$ cat src/rtl/la_ioshort_ctrl.sv
// -----------------------------------------------------------------------------
// la_ioshort_ctrl
//
// Break-before-make direction sequencer for a bank of N la_ioshort cells.
// One direction-change request is taken at a time over a valid/ready
// handshake. A real change raises iso for the target channel, holds it for
// TURN cycles, flips that channel's a2b, holds iso for SETTLE more cycles and
// then releases it. The requester sees a one-cycle done pulse when it is over.
//
// Ports:
//   clk        clock
//   nreset     asynchronous active-low reset
//   req_valid  request valid
//   req_sel    target channel index (values >= N are rejected with err)
//   req_dir    requested a2b value (1 = a drives b)
//   req_ready  controller idle, a request is accepted on this edge
//   a2b[N]     per-channel direction to the short cells
//   iso[N]     per-channel isolation, high = pad/core drivers tristated
//   done       one-cycle completion pulse
//   err        one-cycle pulse with done when the request was rejected
//   busy       high while a transition is in progress
// -----------------------------------------------------------------------------
module la_ioshort_ctrl #(
    parameter int   N        = 4,
    parameter int   TURN     = 2,
    parameter int   SETTLE   = 2,
    parameter logic RESETDIR = 1'b0,
    // Select width may be widened so out-of-range indices can be presented.
    parameter int   SELW     = (N > 1) ? $clog2(N) : 1
) (
    input  logic            clk,
    input  logic            nreset,
    input  logic            req_valid,
    input  logic [SELW-1:0] req_sel,
    input  logic            req_dir,
    output logic            req_ready,
    output logic [N-1:0]    a2b,
    output logic [N-1:0]    iso,
    output logic            done,
    output logic            err,
    output logic            busy
);

    localparam int MAXC = (TURN > SETTLE) ? TURN : SETTLE;
    localparam int CW   = (MAXC > 0) ? $clog2(MAXC + 1) : 1;

    typedef enum logic [1:0] {
        ST_IDLE   = 2'd0,
        ST_ISO    = 2'd1,
        ST_SETTLE = 2'd2
    } state_t;

    state_t          state_q, state_d;
    logic [CW-1:0]   cnt_q,   cnt_d;
    logic [N-1:0]    sel_q,   sel_d;    // one-hot channel being changed
    logic            dir_q,   dir_d;
    logic [N-1:0]    a2b_q,   a2b_d;
    logic [N-1:0]    iso_q,   iso_d;
    logic            done_q,  done_d;
    logic            err_q,   err_d;
    logic            busy_q,  busy_d;

    // One-hot decode of the incoming select; an all-zero result means the
    // index is outside the bank.
    logic [N-1:0]    req_hit;
    logic            req_in_range;
    logic            req_cur_dir;

    generate
        for (genvar gi = 0; gi < N; gi++) begin : g_sel_dec
            assign req_hit[gi] = (req_sel == SELW'(gi));
        end
    endgenerate

    assign req_in_range = |req_hit;
    assign req_cur_dir  = |(req_hit & a2b_q);

    // Next-state and registered-output logic.
    always_comb begin
        state_d = state_q;
        cnt_d   = cnt_q;
        sel_d   = sel_q;
        dir_d   = dir_q;
        a2b_d   = a2b_q;
        iso_d   = iso_q;
        done_d  = 1'b0;
        err_d   = 1'b0;

        unique case (state_q)
            ST_IDLE: begin
                if (req_valid) begin
                    if (!req_in_range) begin
                        done_d = 1'b1;
                        err_d  = 1'b1;
                    end else if (req_dir == req_cur_dir) begin
                        // Already in the requested direction: nothing to do.
                        done_d = 1'b1;
                    end else begin
                        state_d = ST_ISO;
                        cnt_d   = CW'(TURN - 1);
                        sel_d   = req_hit;
                        dir_d   = req_dir;
                        iso_d   = req_hit;
                    end
                end
            end
            ST_ISO: begin
                if (cnt_q == '0) begin
                    // Drivers have been isolated for TURN cycles; flip only
                    // the selected channel.
                    a2b_d   = (a2b_q & ~sel_q) | ({N{dir_q}} & sel_q);
                    state_d = ST_SETTLE;
                    cnt_d   = CW'(SETTLE - 1);
                end else begin
                    cnt_d = cnt_q - CW'(1);
                end
            end
            ST_SETTLE: begin
                if (cnt_q == '0) begin
                    iso_d   = '0;
                    done_d  = 1'b1;
                    state_d = ST_IDLE;
                end else begin
                    cnt_d = cnt_q - CW'(1);
                end
            end
            default: begin
                state_d = ST_IDLE;
                iso_d   = '0;
            end
        endcase

        busy_d = (state_d != ST_IDLE);
    end

    always_ff @(posedge clk or negedge nreset) begin
        if (!nreset) begin
            state_q <= ST_IDLE;
            cnt_q   <= '0;
            sel_q   <= '0;
            dir_q   <= 1'b0;
            a2b_q   <= {N{RESETDIR}};
            iso_q   <= '0;
            done_q  <= 1'b0;
            err_q   <= 1'b0;
            busy_q  <= 1'b0;
        end else begin
            state_q <= state_d;
            cnt_q   <= cnt_d;
            sel_q   <= sel_d;
            dir_q   <= dir_d;
            a2b_q   <= a2b_d;
            iso_q   <= iso_d;
            done_q  <= done_d;
            err_q   <= err_d;
            busy_q  <= busy_d;
        end
    end

    assign req_ready = (state_q == ST_IDLE);
    assign a2b       = a2b_q;
    assign iso       = iso_q;
    assign done      = done_q;
    assign err       = err_q;
    assign busy      = busy_q;

endmodule
$ cat config.mk
export PLATFORM = sky130hd
export DESIGN_NAME = la_ioshort_ctrl
export DESIGN_NICKNAME = d
export VERILOG_FILES = /design/src/rtl/la_ioshort_ctrl.sv
export SDC_FILE = /design/constraint.sdc
export NUM_CORES = 1
export LEC_CHECK = 0
export BUFFER_PORTS_ARGS = -buffer_cell sky130_fd_sc_hd__buf_2
export CORE_UTILIZATION = 59
export DETAILED_ROUTE_END_ITERATION = 7
export MAX_ROUTING_LAYER = met4
export PLACE_DENSITY_LB_ADDON = 0.3
export RECOVER_POWER = 100
export SLEW_MARGIN = 10
export SYNTH_ARGS = -nofsm -noshare
export SYNTH_HDL_FRONTEND = slang
export SYNTH_SLANG_ARGS = --single-unit
$ cat constraint.sdc
create_clock -name clk -period 4.5 [get_ports clk]
set_input_delay 0.225 -clock clk [delete_from_list [all_inputs] [get_ports clk]]
set_output_delay 0.225 -clock clk [all_outputs]
set_load 0.05 [all_outputs]
==> Word-level counts from Yosys, hierarchy flattened <==
Cells that the tools add are included.
{ "word_totals": {"register_bits": 20, "inputBits": 6, "output_inout_bits": 12} }
{ "op_classes": {"add_sub_neg": 1, "eq_ne": 11, "muxes": 25, "bitwise": 7, "reduce_logical": 11} }
{ "ops": {"columns": ["op", "count"], "rows": [
  ["$mux W2", 10],
  ["$mux W4", 4],
  ["$and A4 B4 Y4", 3],
  ["$pmux W2 S3", 2],
  ["$pmux W4 S3", 1],
  ["$reduce_and A5 Y1", 2],
  ["$ne A2 B2 Y1 const B", 4],
  ["$reduce_or A4 Y1", 2],
  ["$mux W1", 7],
  ["$eq A2 B2 Y1 const B", 3],
  ["$logic_not A2 Y1", 3],
  ["$eq A2 B1 Y1 const B", 2],
  ["$not A4 Y4", 1],
  ["$or A4 B4 Y4", 1],
  ["$reduce_and A4 Y1", 1],
  ["$reduce_bool A3 Y1", 1],
  ["$ne A2 B1 Y1 const B", 1],
  ["$not A1 Y1", 2],
  ["$pmux W1 S2", 1],
  ["$reduce_and A2 Y1", 1],
  ["$reduce_bool A2 Y1", 1],
  ["$sub A2 B1 Y2 const B", 1],
  ["$eq A1 B1 Y1", 1]
]} }

==> Depth between registers and ports, before layout <==
{ "depth": {"depth_word": 9, "mapped_depth": 8} }

==> Worst setup path before layout <==
No wires, ideal clock.
{ "synth_timing": {"kind": "register to register", "startpoint": "register (tool-made name)", "endpoint": "register dir_q", "t_arrival_ns": 1.996, "slack_ns": 2.379, "path_stages_with_launch": 6, "n_path_buf": 1, "period_less_slack_ns": 2.121, "cell_sequence": "dfrtp_1 > mux4_2 > xor2_2 > and3_1 > buf_6 > mux2_4"} }
{ "synth_lines": {"columns": ["item", "line_no", "text"], "rows": [
  ["to (signal assigned)", "151", "dir_q <= dir_d;"],
  ["to (decl)", "56", "logic dir_q, dir_d;"]
]} }

==> impl_results.md <==
* Hold path startpoint: req_dir
* Latest clock arrival within the worst-skew pair at 0.31 ns
* IO Pins at 18
* YS warnings at 0
* Final min period at 2.29 ns
* Endpoints failing setup at 0
* Sw Share at 45.1%
* Remaining antenna violation count after routing at 0
* Worst VDD drop at 456 uV
* Syn Area/Cell at 10.5 um2
* Core area at 1800 um2
* Post-CTS sizing at 0
* Initial core utilization at 65.9%
* GP Congestion at 0.845
* Die W at 46.9 um
* Clock power share at between 10% and 20%
* Lkg Pwr at between 0.5 and 0.6 nW
* Synth Register Bits at 20
* Hold WS at 0.246 ns
* DRT Wirelength at 2290 um
* CTS Root Cell: clkbuf_4
* Buffers on Ports at 17
* Layout Nets at 140
* Register area share after synthesis at between 40% and 50%
* Post-Syn Area at 1190 um2
* Utilization after layout at 70.9%
* Antenna violations before repair at 0
* Max FO, Critical Path at 9
* Area contributors post-synth: dfrtp_1 42%, ha_1 6.3%, mux2_4 6.3%
* Synth area leader: dfrtp_1
* Routed vias at between 800 and 900
* Setup_tns at 0 ns
* Crit path DAT at 2.49 ns
* Critical Path RT at around 4.7 ns
* Register-to-Register Path Depth at 4
* PD cells at 667 nW/um2
* Worst Hold Endpoint: dir_q
* Largest net degree at the start of global routing at 21
* Residual DRC at 0
* Post-DP HPWL at around 1700 um
* Die footprint at 2200 um2
* DR iter-0 viols at 25
* Comb pwr share at 48.4%
* Clock-pin slew of the registers on the worst-case setup and hold paths at 0.12 ns
* First-pass GRT wire length at around 3700 um
* Postcts setup bufs at 0
* Number of H-tree levels at 1
* Crit Path Class: reg -> reg
* F_max at 436 MHz
* Final Hold Vio Count at 0
* Sequential Power Share at 34.3%
* Die H at 46.9 um
* Sink Count at 20
* Int Pwr at 0.468 mW
* Hold WC Path Type: in -> reg
* Syn nets at 125
* Fraction of layout cells with a size suffix above 1 at around 15%
* Post-Syn Instances at 113
* Clock Skew at 0.00722 ns
* GRT overflow at 0
* Final max-slew violation count at 0
* Setup crit start kind: register
* Tot GR Track Use at roughly 25%
* Pre-Repair DR Iteration Count at 4
* CTS tree: yes
* Max-slew headroom at between 30% and 40%
* Fillers at 156
* Worst-Margin Slew at between 1 and 1.5 ns
* Period utilization at 50.9%
* CP endpoint kind: register
* Routed wire per std cell at 15.1 um
* Routed vias/inst at 5.53
* Reg2reg setup slack at 2.21 ns
* Vias in the first global route at about 800
* Max-Cap Viols at 0
* CTS max path bufs at 2
* Yosys cell types at 33
* Row count at 15
* Hold Path Depth at 2
* R2R Path End: sel_q[2]
* RSZ-0062 raised after global routing: false
* Outcome: finished clean
* Synth top area share at between 40% and 50%
* Synth-to-layout area growth at 7.59%
* TritonCTS buffer count at 3
* # diodes at 0
* Psw at 0.384 mW
==> per-stage QoR <==
| stage | power [mW] | worst slack [ns] | instances | instance area (um2) |
|---|---|---|---|---|
| global route | 0.911 | 2.19 | 152 | 1280 |
| finish | 0.852 | 2.21 | 152 | 1280 |
| floorplan | 0.649 | 2.38 | 113 | 1190 |
| CTS | 0.884 | 2.38 | 152 | 1320 |
| global placement | 0.721 | 2.44 | 147 | 1260 |
| detailed placement | 0.737 | 2.37 | 147 | 1260 |
==> layer usage <==
layer	up-vias	part of all wire [%]	track usage, %
met5	-	0	-
met4	0	0.57	5.71
met3	2	5.5	8.85
met2	29	46	36.9
met1	390	48	32.6
li1	420	-	-
==> power groups by stage <==
stage               registers, mW  logic [mW]  clock network [mW]
finish                      0.292       0.413               0.147
floorplan                   0.375       0.275                   0
global route                0.300       0.452               0.159
detailed placement          0.294       0.443                   0
global placement            0.290       0.430                   0
CTS                         0.292       0.443               0.149
==> repair_timing <==
action	CTS	global route
hold endpoints to repair	20	0
endpoints found under the setup margin	0	0
hold buffers	1	0
==> cell usage after synthesis, drive strengths merged <==
| cell type | count |
|---|---|
| or2 | 3 |
| nand3b | 1 |
| dfrtp | 20 |
| a21oi | 8 |
| o21ai | 5 |
| mux2 | 10 |
| clkbuf | 4 |
| buf | 4 |
| and2b | 1 |
| inv | 6 |
| mux4 | 1 |
| and3 | 1 |
| and4b | 1 |
| nor2b | 3 |
| nand3 | 5 |
| nor4 | 2 |
| xor2 | 1 |
| conb | 1 |
| and2 | 3 |
| nor3b | 1 |
| nor4b | 1 |
| o41a | 1 |
| ha | 6 |
| nand2 | 10 |
| a211o | 1 |
| nor2 | 4 |
| mux2i | 4 |
| a221o | 4 |
| a31o | 1 |
==> cells in the final DEF, fill, tap and decap left out, drive strengths merged, types with 2 or more instances in the layout <==
| cell type | instances |
|---|---|
| or2 | 3 |
| a21oi | 8 |
| dfrtp | 20 |
| o21ai | 5 |
| nor2b | 3 |
| a221o | 4 |
| ha | 6 |
| nor4 | 2 |
| and2 | 3 |
| nand3 | 5 |
| clkbuf | 16 |
| buf | 4 |
| mux2 | 10 |
| nand2 | 10 |
| mux2i | 4 |
| inv | 6 |
| nor2 | 4 |
==> worst max-delay path by stage <==
stage                     from  endpoint  slack (ns)
floorplan             register     dir_q        2.38
finish                register  sel_q[2]        2.21
global route          register  sel_q[2]        2.19
detailed placement  req_sel[0]  sel_q[0]        2.37
CTS                   register  sel_q[2]        2.38
global placement    req_sel[0]     dir_q        2.44
==> critical path: stages, from the launching register on <==
cell	delay, ns
dfrtp_1	0.44
mux4_2	0.50
xor2_1	0.51
and3_1	0.38
mux2_1	0.35
==> area by class of cell <==
class	count	area, um2	share of cell area (%)
Clock buffer	3	22.5	1.76
Multi-Input combinational cell	79	592	46.3
Tap cell	25	31.3	2.45
Sequential cell	20	500	39.2
Clock inverter	1	30.0	2.35
Inverter	6	22.5	1.76
Timing Repair Buffer	18	78.8	6.17
==> kinds of logic after synthesis <==
family,count (synthesis),share of synthesized area [%]
other,1,0.316
xor gates and xnor gates,1,1.37
DFF,20,42.1
buffers and inverters,14,5.79
and+or+nand+nor,36,16.4
adders and majority gates,6,6.32
muxes,15,16.3
AOI/OAI and AO/OA,20,11.3
(Power assumes the default switching activity.)
